$ cat config.mk
export PLATFORM = sky130hd
export DESIGN_NAME = serial_flat
export DESIGN_NICKNAME = d
export VERILOG_FILES = /design/src/rtl/serial_pkg.sv /design/src/rtl/serial_if.sv /design/src/rtl/serial_baud_cnt.sv /design/src/rtl/serial.sv /design/src/flat_wrapper.sv
export SDC_FILE = /design/constraint.sdc
export NUM_CORES = 1
export LEC_CHECK = 0
export CAP_MARGIN = 20
export CORE_MARGIN = 3
export CORE_UTILIZATION = 63
export CTS_BUF_LIST = sky130_fd_sc_hd__clkbuf_16
export CTS_CLUSTER_SIZE = 24
export DETAILED_ROUTE_END_ITERATION = 10
export GPL_ROUTABILITY_DRIVEN = 0
export PLACE_DENSITY = 0.85
export SYNTH_ARGS = -nofsm -noshare
export SYNTH_HDL_FRONTEND = slang
export SYNTH_SLANG_ARGS = --single-unit
export TNS_END_PERCENT = 50
$ cat constraint.sdc
create_clock -name clk -period 5.3 [get_ports clk]
set_input_delay 1.59 -clock clk [delete_from_list [all_inputs] [get_ports clk]]
set_output_delay 1.59 -clock clk [all_outputs]
set_load 0.01 [all_outputs]
$ cat src/rtl/serial_pkg.sv
// Shared frame constants and state encodings for the serial UART.
// No ports; imported by the UART top and its interface users.
package serial_pkg;

   localparam int DATA_BITS = 8;
   localparam int BIT_IDX_W = $clog2(DATA_BITS);
   localparam logic [BIT_IDX_W-1:0] LAST_BIT = BIT_IDX_W'(DATA_BITS - 1);

   typedef enum logic [1:0] {
      TX_IDLE  = 2'd0,
      TX_START = 2'd1,
      TX_DATA  = 2'd2,
      TX_STOP  = 2'd3
   } tx_state_e;

   typedef enum logic [1:0] {
      RX_IDLE  = 2'd0,
      RX_START = 2'd1,
      RX_DATA  = 2'd2,
      RX_STOP  = 2'd3
   } rx_state_e;

endpackage

$ cat src/rtl/serial_if.sv
// Bundle of the UART line and host-side signals.
//   rx        serial receive line (idle high, asynchronous)
//   tx        serial transmit line (idle high)
//   dat_t     byte to transmit, captured when txe is accepted
//   txe       transmit request
//   tx_busy   frame in progress on tx
//   dat_r     last correctly received byte
//   ready     sticky "byte available" flag
//   ready_rst synchronous clear of ready
// slave: the UART side; master: the host / line driver side.
interface serial_if;
   import serial_pkg::*;

   logic                 rx;
   logic                 tx;
   logic [DATA_BITS-1:0] dat_t;
   logic                 txe;
   logic                 tx_busy;
   logic [DATA_BITS-1:0] dat_r;
   logic                 ready;
   logic                 ready_rst;

   modport slave (
      input  rx, dat_t, txe, ready_rst,
      output tx, tx_busy, dat_r, ready
   );

   modport master (
      output rx, dat_t, txe, ready_rst,
      input  tx, tx_busy, dat_r, ready
   );

endinterface

$ cat src/rtl/serial_baud_cnt.sv
// Bit-period counter. Counts 0..CLK_MUL-1 while enabled and pulses tick
// on the last count. clear holds it at 0. With HALF_FIRST set, the first
// period after a clear is only CLK_MUL/2 long, which lets the receiver land
// on the middle of the start bit and then stay mid-bit for every later tick.
//   clk, rst    clock, asynchronous active-low reset
//   clear       restart the count (and re-arm the short first period)
//   enable      advance the count
//   tick        one-cycle pulse at the end of each period
module serial_baud_cnt #(
   parameter int CLK_MUL       = 5208,
   parameter int CLK_MUL_WIDTH = $clog2(CLK_MUL + 1),
   parameter bit HALF_FIRST    = 1'b0
) (
   input  logic clk,
   input  logic rst,
   input  logic clear,
   input  logic enable,
   output logic tick
);

   localparam logic [CLK_MUL_WIDTH-1:0] LAST = CLK_MUL_WIDTH'(CLK_MUL - 1);
   localparam logic [CLK_MUL_WIDTH-1:0] HALF = CLK_MUL_WIDTH'(CLK_MUL / 2 - 1);

   logic [CLK_MUL_WIDTH-1:0] cnt_q, cnt_d;
   logic                     first_q, first_d;
   logic [CLK_MUL_WIDTH-1:0] limit;

   always_comb begin
      limit   = (HALF_FIRST && first_q) ? HALF : LAST;
      cnt_d   = cnt_q;
      first_d = first_q;
      if (clear) begin
         cnt_d   = '0;
         first_d = 1'b1;
      end else if (enable) begin
         if (cnt_q == limit) begin
            cnt_d   = '0;
            first_d = 1'b0;
         end else begin
            cnt_d = cnt_q + 1'b1;
         end
      end
   end

   assign tick = enable && !clear && (cnt_q == limit);

   always_ff @(posedge clk or negedge rst) begin
      if (!rst) begin
         cnt_q   <= '0;
         first_q <= 1'b1;
      end else begin
         cnt_q   <= cnt_d;
         first_q <= first_d;
      end
   end

endmodule

$ cat src/rtl/serial.sv
// 8N1 UART with independent transmitter and receiver.
//   clk      system clock (rising edge)
//   rst      asynchronous active-low reset
//   bus      serial_if.slave: rx/tx line, dat_t/txe/tx_busy transmit side,
//            dat_r/ready/ready_rst receive side
// CLK_MUL = CLK_FREQ/BAUD clocks per bit.
module serial
   import serial_pkg::*;
#(
   parameter int CLK_FREQ = 50_000_000,
   parameter int BAUD     = 9600
) (
   input logic     clk,
   input logic     rst,
   serial_if.slave bus
);

   localparam int CLK_MUL       = CLK_FREQ / BAUD;
   localparam int CLK_MUL_WIDTH = $clog2(CLK_MUL + 1);

   tx_state_e                tx_state_q, tx_state_d;
   logic [DATA_BITS-1:0]     tx_shift_q, tx_shift_d;
   logic [BIT_IDX_W-1:0]     tx_idx_q, tx_idx_d;
   logic                     tx_q, tx_d;
   logic                     tx_busy_q, tx_busy_d;
   logic                     tx_tick;

   rx_state_e                rx_state_q, rx_state_d;
   logic [DATA_BITS-1:0]     rx_shift_q, rx_shift_d;
   logic [BIT_IDX_W-1:0]     rx_idx_q, rx_idx_d;
   logic                     rx_s1_q, rx_s2_q;
   logic [DATA_BITS-1:0]     dat_r_q, dat_r_d;
   logic                     ready_q, ready_d;
   logic                     rx_tick;
   logic                     rx_set;

   serial_baud_cnt #(
      .CLK_MUL       (CLK_MUL),
      .CLK_MUL_WIDTH (CLK_MUL_WIDTH),
      .HALF_FIRST    (1'b0)
   ) u_tx_cnt (
      .clk    (clk),
      .rst    (rst),
      .clear  (tx_state_q == TX_IDLE),
      .enable (tx_state_q != TX_IDLE),
      .tick   (tx_tick)
   );

   // The receive counter's first period is half a bit, so its ticks fall
   // mid-start, then mid-bit for every data bit and the stop bit.
   serial_baud_cnt #(
      .CLK_MUL       (CLK_MUL),
      .CLK_MUL_WIDTH (CLK_MUL_WIDTH),
      .HALF_FIRST    (1'b1)
   ) u_rx_cnt (
      .clk    (clk),
      .rst    (rst),
      .clear  (rx_state_q == RX_IDLE),
      .enable (rx_state_q != RX_IDLE),
      .tick   (rx_tick)
   );

   // Transmitter: tx is registered, so each line level changes on the same
   // edge as the state that owns it.
   always_comb begin
      tx_state_d = tx_state_q;
      tx_shift_d = tx_shift_q;
      tx_idx_d   = tx_idx_q;
      tx_d       = tx_q;
      tx_busy_d  = tx_busy_q;
      unique case (tx_state_q)
         TX_IDLE: begin
            tx_d      = 1'b1;
            tx_busy_d = 1'b0;
            if (bus.txe) begin
               tx_shift_d = bus.dat_t;
               tx_state_d = TX_START;
               tx_d       = 1'b0;
               tx_busy_d  = 1'b1;
            end
         end
         TX_START: begin
            if (tx_tick) begin
               tx_state_d = TX_DATA;
               tx_idx_d   = '0;
               tx_d       = tx_shift_q[0];
            end
         end
         TX_DATA: begin
            if (tx_tick) begin
               if (tx_idx_q == LAST_BIT) begin
                  tx_state_d = TX_STOP;
                  tx_d       = 1'b1;
               end else begin
                  tx_idx_d   = tx_idx_q + 1'b1;
                  tx_shift_d = tx_shift_q >> 1;
                  tx_d       = tx_shift_q[1];
               end
            end
         end
         TX_STOP: begin
            if (tx_tick) begin
               tx_state_d = TX_IDLE;
               tx_d       = 1'b1;
               tx_busy_d  = 1'b0;
            end
         end
         default: tx_state_d = TX_IDLE;
      endcase
   end

   // Receiver: rx_s2_q is the only view of the line the FSM ever uses.
   always_comb begin
      rx_state_d = rx_state_q;
      rx_shift_d = rx_shift_q;
      rx_idx_d   = rx_idx_q;
      dat_r_d    = dat_r_q;
      rx_set     = 1'b0;
      unique case (rx_state_q)
         RX_IDLE: begin
            if (!rx_s2_q) rx_state_d = RX_START;
         end
         RX_START: begin
            if (rx_tick) begin
               // Line back high at mid-start means a glitch, not a frame.
               rx_state_d = rx_s2_q ? RX_IDLE : RX_DATA;
               rx_idx_d   = '0;
            end
         end
         RX_DATA: begin
            if (rx_tick) begin
               rx_shift_d = {rx_s2_q, rx_shift_q[DATA_BITS-1:1]};
               rx_idx_d   = rx_idx_q + 1'b1;
               if (rx_idx_q == LAST_BIT) rx_state_d = RX_STOP;
            end
         end
         RX_STOP: begin
            if (rx_tick) begin
               rx_state_d = RX_IDLE;
               if (rx_s2_q) begin
                  dat_r_d = rx_shift_q;
                  rx_set  = 1'b1;
               end
            end
         end
         default: rx_state_d = RX_IDLE;
      endcase
      // A new byte outranks a simultaneous clear request.
      ready_d = rx_set ? 1'b1 : (bus.ready_rst ? 1'b0 : ready_q);
   end

   always_ff @(posedge clk or negedge rst) begin
      if (!rst) begin
         tx_state_q <= TX_IDLE;
         tx_shift_q <= '0;
         tx_idx_q   <= '0;
         tx_q       <= 1'b1;
         tx_busy_q  <= 1'b0;
         rx_state_q <= RX_IDLE;
         rx_shift_q <= '0;
         rx_idx_q   <= '0;
         rx_s1_q    <= 1'b1;
         rx_s2_q    <= 1'b1;
         dat_r_q    <= '0;
         ready_q    <= 1'b0;
      end else begin
         tx_state_q <= tx_state_d;
         tx_shift_q <= tx_shift_d;
         tx_idx_q   <= tx_idx_d;
         tx_q       <= tx_d;
         tx_busy_q  <= tx_busy_d;
         rx_state_q <= rx_state_d;
         rx_shift_q <= rx_shift_d;
         rx_idx_q   <= rx_idx_d;
         rx_s1_q    <= bus.rx;
         rx_s2_q    <= rx_s1_q;
         dat_r_q    <= dat_r_d;
         ready_q    <= ready_d;
      end
   end

   assign bus.tx      = tx_q;
   assign bus.tx_busy = tx_busy_q;
   assign bus.dat_r   = dat_r_q;
   assign bus.ready   = ready_q;

endmodule

$ cat src/flat_wrapper.sv
// flat-port wrapper written by rule: the top's interface ports become plain ports
module serial_flat import serial_pkg::*;
#(
   parameter int CLK_FREQ = 50_000_000,
   parameter int BAUD     = 9600
)
  (clk, rst, bus_rx, bus_dat_t, bus_txe, bus_ready_rst, bus_tx, bus_tx_busy, bus_dat_r, bus_ready);
  serial_if bus_i ();
  input logic clk;
  input logic rst;
  input wire logic [$bits(bus_i.rx)-1:0] bus_rx;
  input wire logic [$bits(bus_i.dat_t)-1:0] bus_dat_t;
  input wire logic [$bits(bus_i.txe)-1:0] bus_txe;
  input wire logic [$bits(bus_i.ready_rst)-1:0] bus_ready_rst;
  output wire logic [$bits(bus_i.tx)-1:0] bus_tx;
  output wire logic [$bits(bus_i.tx_busy)-1:0] bus_tx_busy;
  output wire logic [$bits(bus_i.dat_r)-1:0] bus_dat_r;
  output wire logic [$bits(bus_i.ready)-1:0] bus_ready;
  assign bus_i.rx = bus_rx;
  assign bus_i.dat_t = bus_dat_t;
  assign bus_i.txe = bus_txe;
  assign bus_i.ready_rst = bus_ready_rst;
  assign bus_tx = bus_i.tx;
  assign bus_tx_busy = bus_i.tx_busy;
  assign bus_dat_r = bus_i.dat_r;
  assign bus_ready = bus_i.ready;
  serial #(.CLK_FREQ(CLK_FREQ), .BAUD(BAUD)) u_core (.clk(clk), .rst(rst), .bus(bus_i));
endmodule
Yosys cells after proc, flatten, opt, wreduce, memory -nomap -nowiden
Cells that the tools add are included.
{"block": "totals", "reg_bits": 66, "input_bits": 13}
{"block": "op_classes", "add_sub_neg": 4, "eq_ne": 21, "n_mux": 48, "reduce_logical": 28}
{"operator": "2-to-1 mux 13 bit", "n": 7}
{"operator": "adder 13 x 1 -> 13 bit, second input constant", "n": 2}
{"operator": "2-to-1 mux 8 bit", "n": 3}
{"operator": "2-to-1 mux 2 bit", "n": 11}
{"operator": "nonzero test 2 bit", "n": 10}
{"operator": "!= test 2 x 1 -> 1 bit, second input constant", "n": 8}
{"operator": "case mux 2 bit (4 select lines)", "n": 2}
{"operator": "case mux 8 bit (2 select lines)", "n": 1}
{"operator": "2-to-1 mux 1 bit", "n": 15}
{"operator": "2-to-1 mux 3 bit", "n": 5}
{"operator": "equality test 13 bit", "n": 1}
{"operator": "equality test 13 bit, second input constant", "n": 1}
{"operator": "case mux 3 bit (2 select lines)", "n": 2}
{"operator": "AND reduction 5 bit", "n": 2}
{"operator": "AND reduction 3 bit", "n": 3}
{"operator": "equality test 2 bit, second input constant", "n": 4}
{"operator": "AND reduction 4 bit", "n": 2}
{"operator": "adder 3 x 1 -> 3 bit, second input constant", "n": 2}
{"operator": "equality test 3 bit, second input constant", "n": 2}
{"operator": "!= test 2 bit, second input constant", "n": 3}
{"operator": "AND reduction 2 bit", "n": 3}
{"operator": "equality test 2 x 1 -> 1 bit, second input constant", "n": 2}
{"operator": "logical AND 1 bit", "n": 4}
{"operator": "zero test 2 bit", "n": 2}
{"operator": "3 further kinds", "n": 4}

Logic depth before layout (Yosys ltp)
Gate-level depths: netlist (run 1).
{"block": "depth", "ltp_word": 7, "depth_mapped": 8, "ltp_nobuf": 7}

Cells and area by module
Synthesis (run 1) repeated with hierarchy kept, for this count alone.
{"block": "hier_totals", "cells_unflattened": 320, "hier_area_um2": 3419.5}
{"module": "serial", "n_inst": 1, "cells_per_inst": 142, "area_per_inst_um2": 1825.5}
{"module": "serial_baud_cnt (u_core.u_rx_cnt)", "n_inst": 1, "cells_per_inst": 90, "area_per_inst_um2": 817.0}
{"module": "serial_baud_cnt (u_core.u_tx_cnt)", "n_inst": 1, "cells_per_inst": 88, "area_per_inst_um2": 777.0}

Least setup slack after synthesis (run 1)
No wires, ideal clock.
{"block": "synth_timing", "path_kind": "input to register", "start": "in bus_txe", "end": "reg u_core.tx_shift_q[0]", "arrival_time_ns": 2.466, "slack_ns": 2.761, "stages": 6, "path_cell_list": "inv_1 -> or2_2 -> buf_1 -> and2_4 -> buf_6 -> a21oi_2"}
{"block": "synth_between", "elab_chain_cells": 2}
{"item": "from (decl)", "line": "flat_wrapper.sv:13", "text": "input wire logic [$bits(bus_i.txe)-1:0] bus_txe;"}
{"item": "!= test 2 bit (no line)"}
{"item": "AND reduction 4 bit (no line)"}
{"item": "to (signal assigned)", "line": "serial.sv:168", "text": "tx_shift_q <= tx_shift_d;"}
{"item": "to (decl)", "line": "serial.sv:22", "text": "logic [DATA_BITS-1:0] tx_shift_q, tx_shift_d;"}
Every way passes these cells.
A chain may end at the register's enable or synchronous reset.

Final worst setup path (run 1)
{"block": "layout_timing", "start": "reg u_core.u_rx_cnt.cnt_q[0]", "end": "reg u_core.dat_r_q[1], in the netlist u_core.bus.dat_r[1]"}
{"block": "layout_between", "elab_chain_cells": 3}
{"item": "from (decl)", "line": "serial_baud_cnt.sv:24", "text": "logic [CLK_MUL_WIDTH-1:0] cnt_q, cnt_d;"}
{"item": "from (signal assigned)", "line": "serial_baud_cnt.sv:52", "text": "cnt_q <= cnt_d;"}
{"item": "equality test 13 bit", "line": "serial_baud_cnt.sv:45", "text": "assign tick = enable && !clear && (cnt_q == limit);"}
{"item": "logical AND 1 bit", "line": "serial_baud_cnt.sv:45"}
{"item": "AND reduction 3 bit (no line)"}
{"item": "to (signal assigned)", "line": "serial.sv:177", "text": "dat_r_q <= dat_r_d;"}
{"item": "to (decl)", "line": "serial.sv:32", "text": "logic [DATA_BITS-1:0] dat_r_q, dat_r_d;"}
Every way passes these cells.

==> reports/qor.yml, run 1 <==
setup_viol: 0
status: "finished clean"
hold_path_depth: 0
rr_endpoint: "u_core.bus.dat_r[1]"
synth_edf_count: 0
grt_pass1_vias: 2418
cts_sinks: 66
max_freq_mhz: 334.5
htreeDepth: 3
synth-adder-area-share_pct: 6.105
ant_nets: 0
clk_pin_slew_ns: 0.05
synth_top_family_by_area: "simple AND/OR/NAND/NOR gates"
skew_ns: 0.005118
synth_cell_types: 50
dp_hpwl_mm: 4.254
cts_tree: "yes"
synth_seq_cells: 66
cp_max_fo: 12
nNetsFinal: 361
setup_slack_ns: 2.311
syn-cell-area_mm2: 0.003279
rsz0062_at_grt: "false"
synth_compound_area_share_pct: 10.34
min_path_type: "flop to flop"
crit_type: "flop to flop"
place_area_mm2: 0.003556
worstHoldStart: "u_core.rx_s1_q"
io_pins: 24
track_usage_pct: 23.80
row_count: 25
yosys.area.top_type: "dfrtp_1"
post-route-period-util_pct: 56.40
rr_worst_depth: 6
syn_nets: 334
dieArea_mm2: 0.006107
vias: 2359
critPathLaunchType: "flop"
initial_core_util_pct: 67.21
worstMarginPinSlew_ns: 0.8268
synthFlopType: "dfrtp_1"
fp.dieW_um: 78.15
synth_xor_area_share_pct: 5.609
max-cap-violations: 0
cp-end-kind: "flop"
synth-seq-area-share_pct: 50.52
r2r_start: "u_core.u_rx_cnt.cnt_q[0]"
max-vdd-ir-drop_mv: 0.2407
drt_iter0_drc: 157
whs_endpoint: "u_core.rx_s2_q"
synthCells: 305
synthMuxAreaShare_pct: 6.448
hold_ws_ns: 0.3653
worstPathArrival_ns: 3.20
synth_top_area_share_pct: 47.31
pre_cts_slack_ns: 2.327
r2r_slack_ns: 2.31
p_leak_nw: 1.839
post_cts_resize_count: 0
drc: 0
synthTopCellsByArea: "dfrtp_1, ha_1, mux2_2"
syn_avg_cell_area_um2: 10.75
layout.cells.non_filler: 404
wl_per_cell_um: 16.05
synth-simple-area-share_pct: 17.25
grt_pass1_wl_mm: 11.06
p_per_area_mw_per_mm2: 285.4
utilization_pct: 78.74
hold_violations: 0
async_reset_ff_share_pct: 100.0
drive_gt1_share_pct: 14.84
post_cts_buffers: 0
wl_mm: 6.483
total_power_mw: 1.097
antenna_found_initial: 0
stdcell_area_mm2: 0.003842
die_y_um: 78.15
cts_hold_buffers: 0
coreArea_mm2: 0.004880
grt_max_degree: 35
dr.pass1.iters: 4
clockBufferDepth: 2
crit_required_ns: 5.51
slew_violations: 0
synth_warnings: 0
io_buffers: 23
via_per_inst: 5.839
num_antenna_cells: 0
slew_headroom_pct: 44.88
clock_latency_ns: 0.33
dp_cells: 388
cts_made_buffers: 9
grt_overflow: 0
cts_root_buf: "clkbuf_16"
setup_tns_ns: 0
syn_to_final_growth_pct: 17.17
finalCriticalPeriod_ns: 2.989
-- metal layers --
layer,wire length [um],part of all wire [%],vias to the layer above,global-route usage (%)
met1,2782,43,1168,29.09
li1,-,-,1127,-
met4,124,1.9,0,8.741
met5,0,0,-,0
met2,3315,51,52,39.21
met3,260,4.0,12,8.142
-- layout make-up --
class,instances,area (um^2)
fillers,308,1037
clock inverters,7,61.31
flip-flops and latches,66,1657
repair buffers,25,240.2
well taps,67,83.83
inverters,20,75.07
multi-input cells,210,1500
clock buffers,9,225.2
-- worst max-delay path by stage --
stage / startpoint / to / slack, ns / cells past startpoint
6_report: u_core.u_rx_cnt.cnt_q[0] / u_core.bus.dat_r[1] / 2.31 / 6
5_1_grt: u_core.u_rx_cnt.cnt_q[0] / u_core.bus.dat_r[1] / 2.13 / 6
4_1_cts: u_core.bus.tx / bus_tx / 2.31 / 1
3_5_place_dp: bus_txe / u_core.tx_shift_q[3] / 2.33 / 5
3_3_place_gp: bus_txe / u_core.tx_shift_q[4] / 2.35 / 5
2_1_floorplan: bus_txe / u_core.tx_shift_q[0] / 2.76 / 6
-- critical path, cell delays in order, from the launching register on --
cell and delay [ns]:
dfrtp_1 0.39, ha_1 0.22, nor3b_1 0.42, nand4b_1 0.16, o22ai_1 0.67, and3_1 0.60
mux2_2 0.41
-- power breakdown --
group	internal [mW]	total, mW	leakage [nW]	switching (mW)
Clock	0.358	0.570	0.148	0.212
Combinational	0.00836	0.0203	0.827	0.0119
Sequential	0.506	0.506	0.863	0.000642
-- Yosys cell counts (2+ instances only) --
cell type	count
a21oi_2	7
a211o_1	4
nand4_1	3
o22ai_1	10
o21ai_0	5
dfrtp_1	62
mux2_2	16
nand3_1	13
buf_2	2
clkbuf_1	4
a21oi_1	10
nor2_1	38
nand4b_1	2
ha_1	16
xor2_1	8
dfstp_2	4
nand2b_1	3
and4_1	2
nor3_1	4
nor4bb_1	2
and3_1	6
a22o_1	4
xnor2_1	13
nand4bb_1	2
inv_1	20
mux2i_1	2
a21o_1	2
nand2_1	19
-- cell usage in the layout (no fill, tap or decap), types with 4 or more instances in the layout --
| cell | netlist | routed |
|---|---|---|
| dfrtp_1 | 62 | 62 |
| nand3_1 | 13 | 13 |
| a21oi_2 | 7 | 7 |
| xnor2_1 | 13 | 13 |
| ha_1 | 16 | 16 |
| dfstp_2 | 4 | 4 |
| nor3_1 | 4 | 4 |
| mux2_2 | 16 | 16 |
| inv_1 | 20 | 21 |
| o22ai_1 | 10 | 10 |
| xor2_1 | 8 | 8 |
| a21oi_1 | 10 | 10 |
| clkdlybuf4s50_1 | 0 | 22 |
| o21ai_0 | 5 | 5 |
| nand2_1 | 19 | 19 |
| a22o_1 | 4 | 4 |
| nor2_1 | 38 | 38 |
| clkbuf_16 | 0 | 9 |
| a211o_1 | 4 | 4 |
| and3_1 | 6 | 6 |
-- flip-flops by register name (all words and copies together), names as in the netlist --
| signal | flops |
|---|---|
| u_core.bus.tx | 1 |
| u_core.u_rx_cnt.cnt_q | 13 |
| u_core.rx_s1_q | 1 |
| u_core.u_tx_cnt.cnt_q | 13 |
| u_core.rx_shift_q | 8 |
| u_core.rx_state_q | 2 |
| u_core.tx_shift_q | 8 |
| u_core.bus.dat_r | 8 |
| u_core.tx_idx_q | 3 |
| u_core.rx_s2_q | 1 |
| u_core.u_rx_cnt.first_q | 1 |
| u_core.rx_idx_q | 3 |
| u_core.bus.tx_busy | 1 |
| u_core.tx_state_q | 2 |
| u_core.bus.ready | 1 |
-- logic make-up after synthesis --
logic type / count (synthesis)
AOI/OAI and AO/OA: 49
buffers and inverters: 29
adders and majority gates: 16
and+or+nand+nor: 105
DFF: 66
muxes: 19
xor gates and xnor gates: 21
Power figures use the tool's default switching activity.
==> run 2, diff against run 1 <==
--- a/config.mk
+++ b/config.mk
@@ -7,12 +7,12 @@
 export LEC_CHECK = 0
 export CAP_MARGIN = 20
 export CORE_MARGIN = 3
-export CORE_UTILIZATION = 63
+export CORE_UTILIZATION = 53
 export CTS_BUF_LIST = sky130_fd_sc_hd__clkbuf_16
 export CTS_CLUSTER_SIZE = 24
 export DETAILED_ROUTE_END_ITERATION = 10
 export GPL_ROUTABILITY_DRIVEN = 0
-export PLACE_DENSITY = 0.85
+export PLACE_DENSITY = 0.76
 export SYNTH_ARGS = -nofsm -noshare
 export SYNTH_HDL_FRONTEND = slang
 export SYNTH_SLANG_ARGS = --single-unit
==> constraint.sdc (replaced) <==
create_clock -name clk -period 2.7 [get_ports clk]
set_input_delay 0.81 -clock clk [delete_from_list [all_inputs] [get_ports clk]]
set_output_delay 0.81 -clock clk [all_outputs]
set_load 0.01 [all_outputs]
==> run 2 against run 1 <==
  * Via count fell by 4.2%
  * Sequential share of layout area decreased by 0.33 points
  * Power up 93%
  * Maximum frequency rose by 28%
  * First-iteration DRC count fell by 48%
  * Combinational power increased by 100%
  * Largest power group unchanged
  * Register-to-register slack worse by 1.9 ns
  * Clock skew is essentially flat
  * Core utilization is 14 points lower
  * Setup slack worse by 1.9 ns
  * Largest cell class unchanged
  * Die area up 17%
  * Cell count is 2.5% higher
==> reports/qor.yml, run 2 (same netlist as run 1, synthesis figures left out) <==
dp_hpwl_mm: 3.988  # -6.3%
grt_pass1_vias: 2315  # -4.3%
dr.pass1.iters: 4  # unchanged
finalCriticalPeriod_ns: 2.338  # -0.6511 ns
total_power_mw: 2.122  # +93%
min_path_type: "flop to flop"
utilization_pct: 65.02  # -14 points
skew_ns: 0.004879  # -0.0002388 ns
wl_mm: 5.866  # -9.5%
slew_headroom_pct: 45.85  # +0.97 points
post-route-period-util_pct: 86.61  # +30 points
wl_met2_mm: 2.946  # -11%
cts_root_buf: "clkbuf_16"
syn_to_final_growth_pct: 18.08
drive_gt1_share_pct: 14.45  # -0.38 points
cts_tree: "yes"
max-vdd-ir-drop_mv: 0.4290  # +78%
antenna_found_initial: 0  # unchanged
worstPathArrival_ns: 2.54  # -0.66 ns
ant_nets: 0  # unchanged
clockBufferDepth: 2  # unchanged
p_leak_nw: 1.854  # +0.86%
max-cap-violations: 0  # unchanged
setup_tns_ns: 0  # unchanged
vias: 2260  # -4.2%
grt_overflow: 0  # unchanged
wl_per_cell_um: 14.17  # -12%
cp_max_fo: 9  # -3
clock_latency_ns: 0.32  # about the same
netSwitchingFraction_pct: 19.54  # -0.90 points
row_count: 28  # +12%
cp-end-kind: "flop"
setup_viol: 0  # unchanged
crit_required_ns: 2.90  # -2.61 ns
die_y_um: 84.66  # +8.3%
max_freq_mhz: 427.6  # +28%
status: "finished clean"
wl_met1_mm: 2.695  # -3.1%
dieArea_mm2: 0.007167  # +17%
combPwrFrac_pct: 1.9  # about the same
via_per_inst: 5.459  # -6.5%
rsz0062_at_grt: "false"
drc: 0  # unchanged
nNetsFinal: 363  # +0.55%
p_per_area_mw_per_mm2: 547.8  # +92%
grt_pass1_wl_mm: 10.50  # -5.1%
cts_hold_buffers: 0  # unchanged
htreeDepth: 3  # unchanged
cts_made_buffers: 9  # unchanged
num_antenna_cells: 0  # unchanged
clk_pin_slew_ns: 0.05  # about the same
p_sw_mw: 0.4145  # +85%
drt_iter0_drc: 82  # -48%
final_common_cell: "dfrtp_1"
post_cts_buffers: 0  # unchanged
slew_violations: 0  # unchanged
p_int_mw: 1.707  # +96%
post_cts_resize_count: 0  # unchanged
hold_violations: 0  # unchanged
final_cell_mix: "dfrtp_1, nor2_1, inv_1, clkdlybuf4s50_1, nand2_1"
io_pins: 24  # unchanged
track_usage_pct: 18.39  # -5.4 points
largestRegisters: "u_core.u_rx_cnt.cnt_q: 13 flops, u_core.u_tx_cnt.cnt_q: 13 flops"
fp.dieW_um: 84.66  # +8.3%
io_buffers: 23  # unchanged
seqPwrFrac_pct: 46.9  # +0.7 points
initial_core_util_pct: 55.06  # -12 points
crit_type: "flop to flop"
cts_sinks: 66  # unchanged
critPathLaunchType: "flop"
highest_layer: "met4"
grt_max_degree: 67  # +91%
worstMarginPinSlew_ns: 0.7918  # -0.03497 ns
met3_length_um: 160  # -38%
coreArea_mm2: 0.005956  # +22%
pwr-share-clk_pct: 51.2  # -0.8 points
==> run 2: changes by cell type in the layout (fill, tap and decap cells not counted), sizes merged <==
cell | before | now
buf | 3 | 5
inv | 21 | 23
clkinv | 5 | 3
==> run 2: power by group through the flow <==
stage / registers [mW] / logic (mW) / clock network, mW
6_report: 0.995 / 0.0413 / 1.09
5_1_grt: 0.994 / 0.0471 / 1.16
4_1_cts: 0.994 / 0.0432 / 1.11
3_5_place_dp: 1.01 / 0.0430 / 0
3_3_place_gp: 1.01 / 0.0431 / 0
2_1_floorplan: 1.01 / 0.00242 / 0
==> run 2: final cells by class <==
class                   instances  area (um^2)
fillers                       484         2083
repair buffers                 27        267.8
flip-flops and latches         66         1657
clock buffers                   9        225.2
well taps                      75        93.84
multi-input cells             210         1500
inverters                      20        75.07
clock inverters                 7        53.80
==> run 2: per-stage QoR <==
stage          setup WS (ns)  hold slack (ns)  cell area [um^2]  cells
5_1_grt               0.1058           0.3612              3872    414
3_3_place_gp          0.4763           0.3471              3593    398
6_report              0.3616           0.3555              3872    414
2_1_floorplan         0.6124           0.3452              3279    305
3_5_place_dp          0.3703           0.3491              3593    398
4_1_cts               0.3527           0.3566              3872    414
==> run 2: critical path, cell delays in order, from the launching register on <==
cell and delay [ns]:
dfrtp_1 0.38, ha_1 0.21, nor3b_1 0.44, nand4b_1 0.16, o22ai_1 0.20, and3_1 0.45
mux2_2 0.39
==> run 2: per-layer routing <==
layer  vias to the layer above  GRT usage [%]
met5                         -              0
met4                         0          5.612
met3                         7          6.673
met2                        27          29.75
met1                      1103          23.15
li1                       1123              -
==> run 2: worst paths after layout <==
| path | startpoint | end | slack (ns) | cells after the start |
|---|---|---|---|---|
| worst max-delay path | u_core.u_rx_cnt.cnt_q[0] | u_core.bus.dat_r[7] | 0.36 | 6 |
| worst min-delay path | u_core.rx_s1_q | u_core.rx_s2_q | 0.36 | 0 |
| worst max register to register | u_core.u_rx_cnt.cnt_q[0] | u_core.bus.dat_r[7] | 0.36 | 6 |
| worst min register to register | u_core.rx_s1_q | u_core.rx_s2_q | 0.36 | 0 |
| max in group asynchronous | rst | u_core.u_rx_cnt.first_q | 1.89 | 2 |
| min in group asynchronous | rst | u_core.u_rx_cnt.cnt_q[6] | 0.49 | 2 |
==> run 3, diff against run 2 <==
--- a/config.mk
+++ b/config.mk
@@ -5,6 +5,7 @@
 export SDC_FILE = /design/constraint.sdc
 export NUM_CORES = 1
 export LEC_CHECK = 0
+export ABC_CLOCK_PERIOD_IN_PS = 2700
 export CAP_MARGIN = 20
 export CORE_MARGIN = 3
 export CORE_UTILIZATION = 53
@@ -15,5 +16,6 @@
 export PLACE_DENSITY = 0.76
 export SYNTH_ARGS = -nofsm -noshare
 export SYNTH_HDL_FRONTEND = slang
+export SYNTH_HIERARCHICAL = 1
 export SYNTH_SLANG_ARGS = --single-unit
 export TNS_END_PERCENT = 50
==> run 3 against run 2 <==
  * Clock power increased by 11%
  * Flip-flop and latch count unchanged
  * Wire length increased by 11%
  * Core utilization increased by 1.8 points
  * Via count increased by 11%
  * Maximum frequency decreased by 6.1%
  * Final area increased by 5.2%
  * Non-clock buffer count increased by 7
  * Highest routed layer unchanged
  * Global-route usage increased by 0.35 points
  * Critical path type unchanged
  * Count of clock-buffer cells in the layout unchanged
  * Synthesized area increased by 4.3%
  * Register-to-register slack got worse by 0.15 ns
==> reports/qor.yml, run 3 <==
whs_endpoint: "u_core/rx_s2_q"
final_common_cell: "dfrtp_1"
hold_path_depth: 0  # unchanged
nNetsFinal: 375  # +3.3%
vias: 2517  # +11%
max-cap-violations: 0  # unchanged
synth_seq_cells: 66  # unchanged
antenna_found_initial: 0  # unchanged
clockBufferDepth: 2  # unchanged
synth_cell_types: 55  # +10%
cts_tree: "yes"
syn-cell-area_mm2: 0.003420  # +4.3%
synthTopCellsByArea: "dfrtp_1, mux2_2, ha_1"
synthFlopType: "dfrtp_1"
cts_sinks: 66  # unchanged
cp-end-kind: "flop"
critPathLaunchType: "flop"
dr.pass1.iters: 5  # +1
post-route-period-util_pct: 92.28  # +5.7 points
fp.dieW_um: 86.33  # +2.0%
worstHoldStart: "u_core/rx_s1_q"
multi_input_area_mm2: 0.001624  # +8.3%
synth_top_area_share_pct: 45.37  # -1.9 points
rr_endpoint: "u_core/rx_shift_q[4]"
cts_root_buf: "clkbuf_16"
clock_latency_ns: 0.32  # about the same
regArea_mm2: 0.001657  # unchanged
ant_nets: 0  # unchanged
worstMarginPinSlew_ns: 0.6576  # -0.1342 ns
synth_edf_count: 0  # unchanged
hold_violations: 0  # unchanged
row_count: 28  # unchanged
crit_chain: "nand4_1, or4b_4, a211oi_2, and2b_1, nand3b_1, mux2_2"
dieArea_mm2: 0.007452  # +4.0%
skew_ns: 0.005409  # +0.0005298 ns
r2r_slack_ns: 0.21  # -0.15 ns
utilization_pct: 66.83  # +1.8 points
rr_worst_depth: 6  # unchanged
syn_to_final_growth_pct: 19.14
slew_violations: 0  # unchanged
via_per_inst: 5.840  # +7.0%
cpMaxStageDelayCell: "dfstp_2"
yosys.area.top_type: "dfrtp_1"
largestRegisters: "u_core/u_rx_cnt/cnt_q: 13 flops, u_core/u_tx_cnt/cnt_q: 13 flops"
crit_required_ns: 2.91  # about the same
coreArea_mm2: 0.006096  # +2.4%
drive_gt1_share_pct: 21.35  # +6.9 points
pre_cts_slack_ns: 0.1178  # -0.2525 ns
track_usage_pct: 18.74  # +0.35 points
drc: 0  # unchanged
crit_type: "flop to flop"
wl_per_cell_um: 15.06  # +6.3%
initial_core_util_pct: 56.10  # +1.0 points
max-vdd-ir-drop_mv: 0.4414  # +2.9%
cts_made_buffers: 9  # unchanged
io_pins: 24  # unchanged
post_cts_resize_count: 0  # unchanged
final_cell_mix: "dfrtp_1, mux2_2, nand2_1, clkdlybuf4s50_1, inv_1"
num_antenna_cells: 0  # unchanged
die_y_um: 86.33  # +2.0%
drt_iter0_drc: 143  # +74%
min_path_type: "flop to flop"
grt_overflow: 0  # unchanged
cp_max_fo: 9  # unchanged
setup_viol: 0  # unchanged
slew_headroom_pct: 56.16  # +10 points
p_per_area_mw_per_mm2: 555.1  # +1.3%
setup_tns_ns: 0  # unchanged
syn_avg_cell_area_um2: 10.69  # -0.61%
rsz0062_at_grt: "false"
synth_common_cells: "dfrtp_1, mux2_2, nand2_1, inv_1, nor3_1"
setup_slack_ns: 0.2084  # -0.1532 ns
max_freq_mhz: 401.4  # -6.1%
p_leak_nw: 1.778  # -4.1%
dp_hpwl_mm: 4.365  # +9.4%
syn_nets: 344  # +3.0%
synthCells: 320  # +4.9%
io_buffers: 23  # unchanged
worstPathArrival_ns: 2.70  # +0.16 ns
finalCriticalPeriod_ns: 2.492  # +0.1532 ns
cpPeakStageDelay_ns: 0.54  # +0.09 ns
synth_warnings: 6  # +6
wl_mm: 6.490  # +11%
hold_ws_ns: 0.3720  # +0.01654 ns
fillers: 462  # -4.5%
grt_pass1_vias: 2440  # +5.4%
r2r_start: "u_core/u_rx_cnt/first_q"
async_reset_ff_share_pct: 100.0  # unchanged
status: "finished clean"
synth_most_common_cell: "dfrtp_1"
grt_max_degree: 29  # -57%
synth-seq-area-share_pct: 48.44  # -2.1 points
clk_pin_slew_ns: 0.05  # about the same
htreeDepth: 3  # unchanged
grt_pass1_wl_mm: 11.12  # +5.8%
==> run 3: cell types whose count changed after synthesis, moves of 7 or more <==
cell / previous run / this run
nor2_1: 38 / 15
mux2_2: 16 / 35
nor3_1: 4 / 18
o22ai_1: 10 / 2
xor2_1: 8 / 0
a21oi_2: 7 / 0
==> run 3: logic make-up after synthesis <==
| family | Yosys count | share of synthesized area (%) |
|---|---|---|
| adder cells (fa/ha/maj) | 11 | 4.025 |
| flip-flops | 66 | 48.44 |
| buffers and inverters | 32 | 4.061 |
| AO/OA/AOI/OAI | 56 | 11.60 |
| AND/OR/NAND/NOR | 110 | 17.67 |
| XOR/XNOR | 7 | 1.793 |
| multiplexers | 38 | 12.40 |
==> run 3: where the power goes <==
| group | total [mW] | switching (mW) | internal [mW] |
|---|---|---|---|
| clock network | 1.21 | 0.408 | 0.799 |
| registers | 1.00 | 0.00402 | 0.998 |
| logic | 0.0526 | 0.0258 | 0.0268 |
| total | 2.26 | 0.438 | 1.82 |
==> run 3: cell type report <==
class / count / share of cell area (%)
sequential: 66 / 40.66
multi-input combinational: 222 / 39.86
timing repair buffer: 34 / 7.862
clock buffer: 9 / 5.528
tap: 75 / 2.303
clock inverter: 7 / 2.119
inverter: 18 / 1.658
==> run 3: layer usage <==
metal  vias up  wire length, um  global-route usage [%]  part of all wire [%]
li1       1225                -                       -                     -
met1      1206             3066                   26.07                    47
met2        79             2976                   28.03                    46
met3         7              383                   5.608                   5.9
met4         0               63                   6.374                  0.97
met5         -                0                       0                     0
==> run 3: metrics by stage <==
stage / cell area, um^2 / total power [mW] / cells
after global placement: 3747 / 1.072 / 413
final: 4074 / 2.262 / 431
after detailed placement: 3747 / 1.073 / 413
after global routing: 4074 / 2.339 / 431
after floorplan: 3420 / 1.029 / 320
after CTS: 4059 / 2.290 / 429
==> run 3: worst max path at each step <==
stage	startpoint	end	slack, ns	cells after the start
after floorplan	u_core/u_tx_cnt/cnt_q[8]	u_core/tx_shift_q[0]	0.16	6
after global placement	u_core/u_tx_cnt/cnt_q[8]	u_core/tx_shift_q[2]	0.19	6
after detailed placement	u_core/u_tx_cnt/cnt_q[8]	u_core/tx_shift_q[2]	0.12	6
after CTS	u_core/u_tx_cnt/cnt_q[8]	u_core/tx_shift_q[2]	0.11	6
after global routing	u_core/u_rx_cnt/first_q	u_core/rx_shift_q[5]	0.03	6
final	u_core/u_rx_cnt/first_q	u_core/rx_shift_q[4]	0.21	6
==> run 3: worst max-delay path: cells and delay by family, from the launching register on <==
family | cells | cell delay (ns)
AOI/OAI and AO/OA | 1 | 0.22
DFF | 1 | 0.54
muxes | 1 | 0.38
and+or+nand+nor | 4 | 1.24
==> run 3: repair_timing <==
item / in CTS / in global routing
hold buffers: 0 / 0
buffers inserted: 0 / 2
endpoints found under the setup margin: 0 / 7
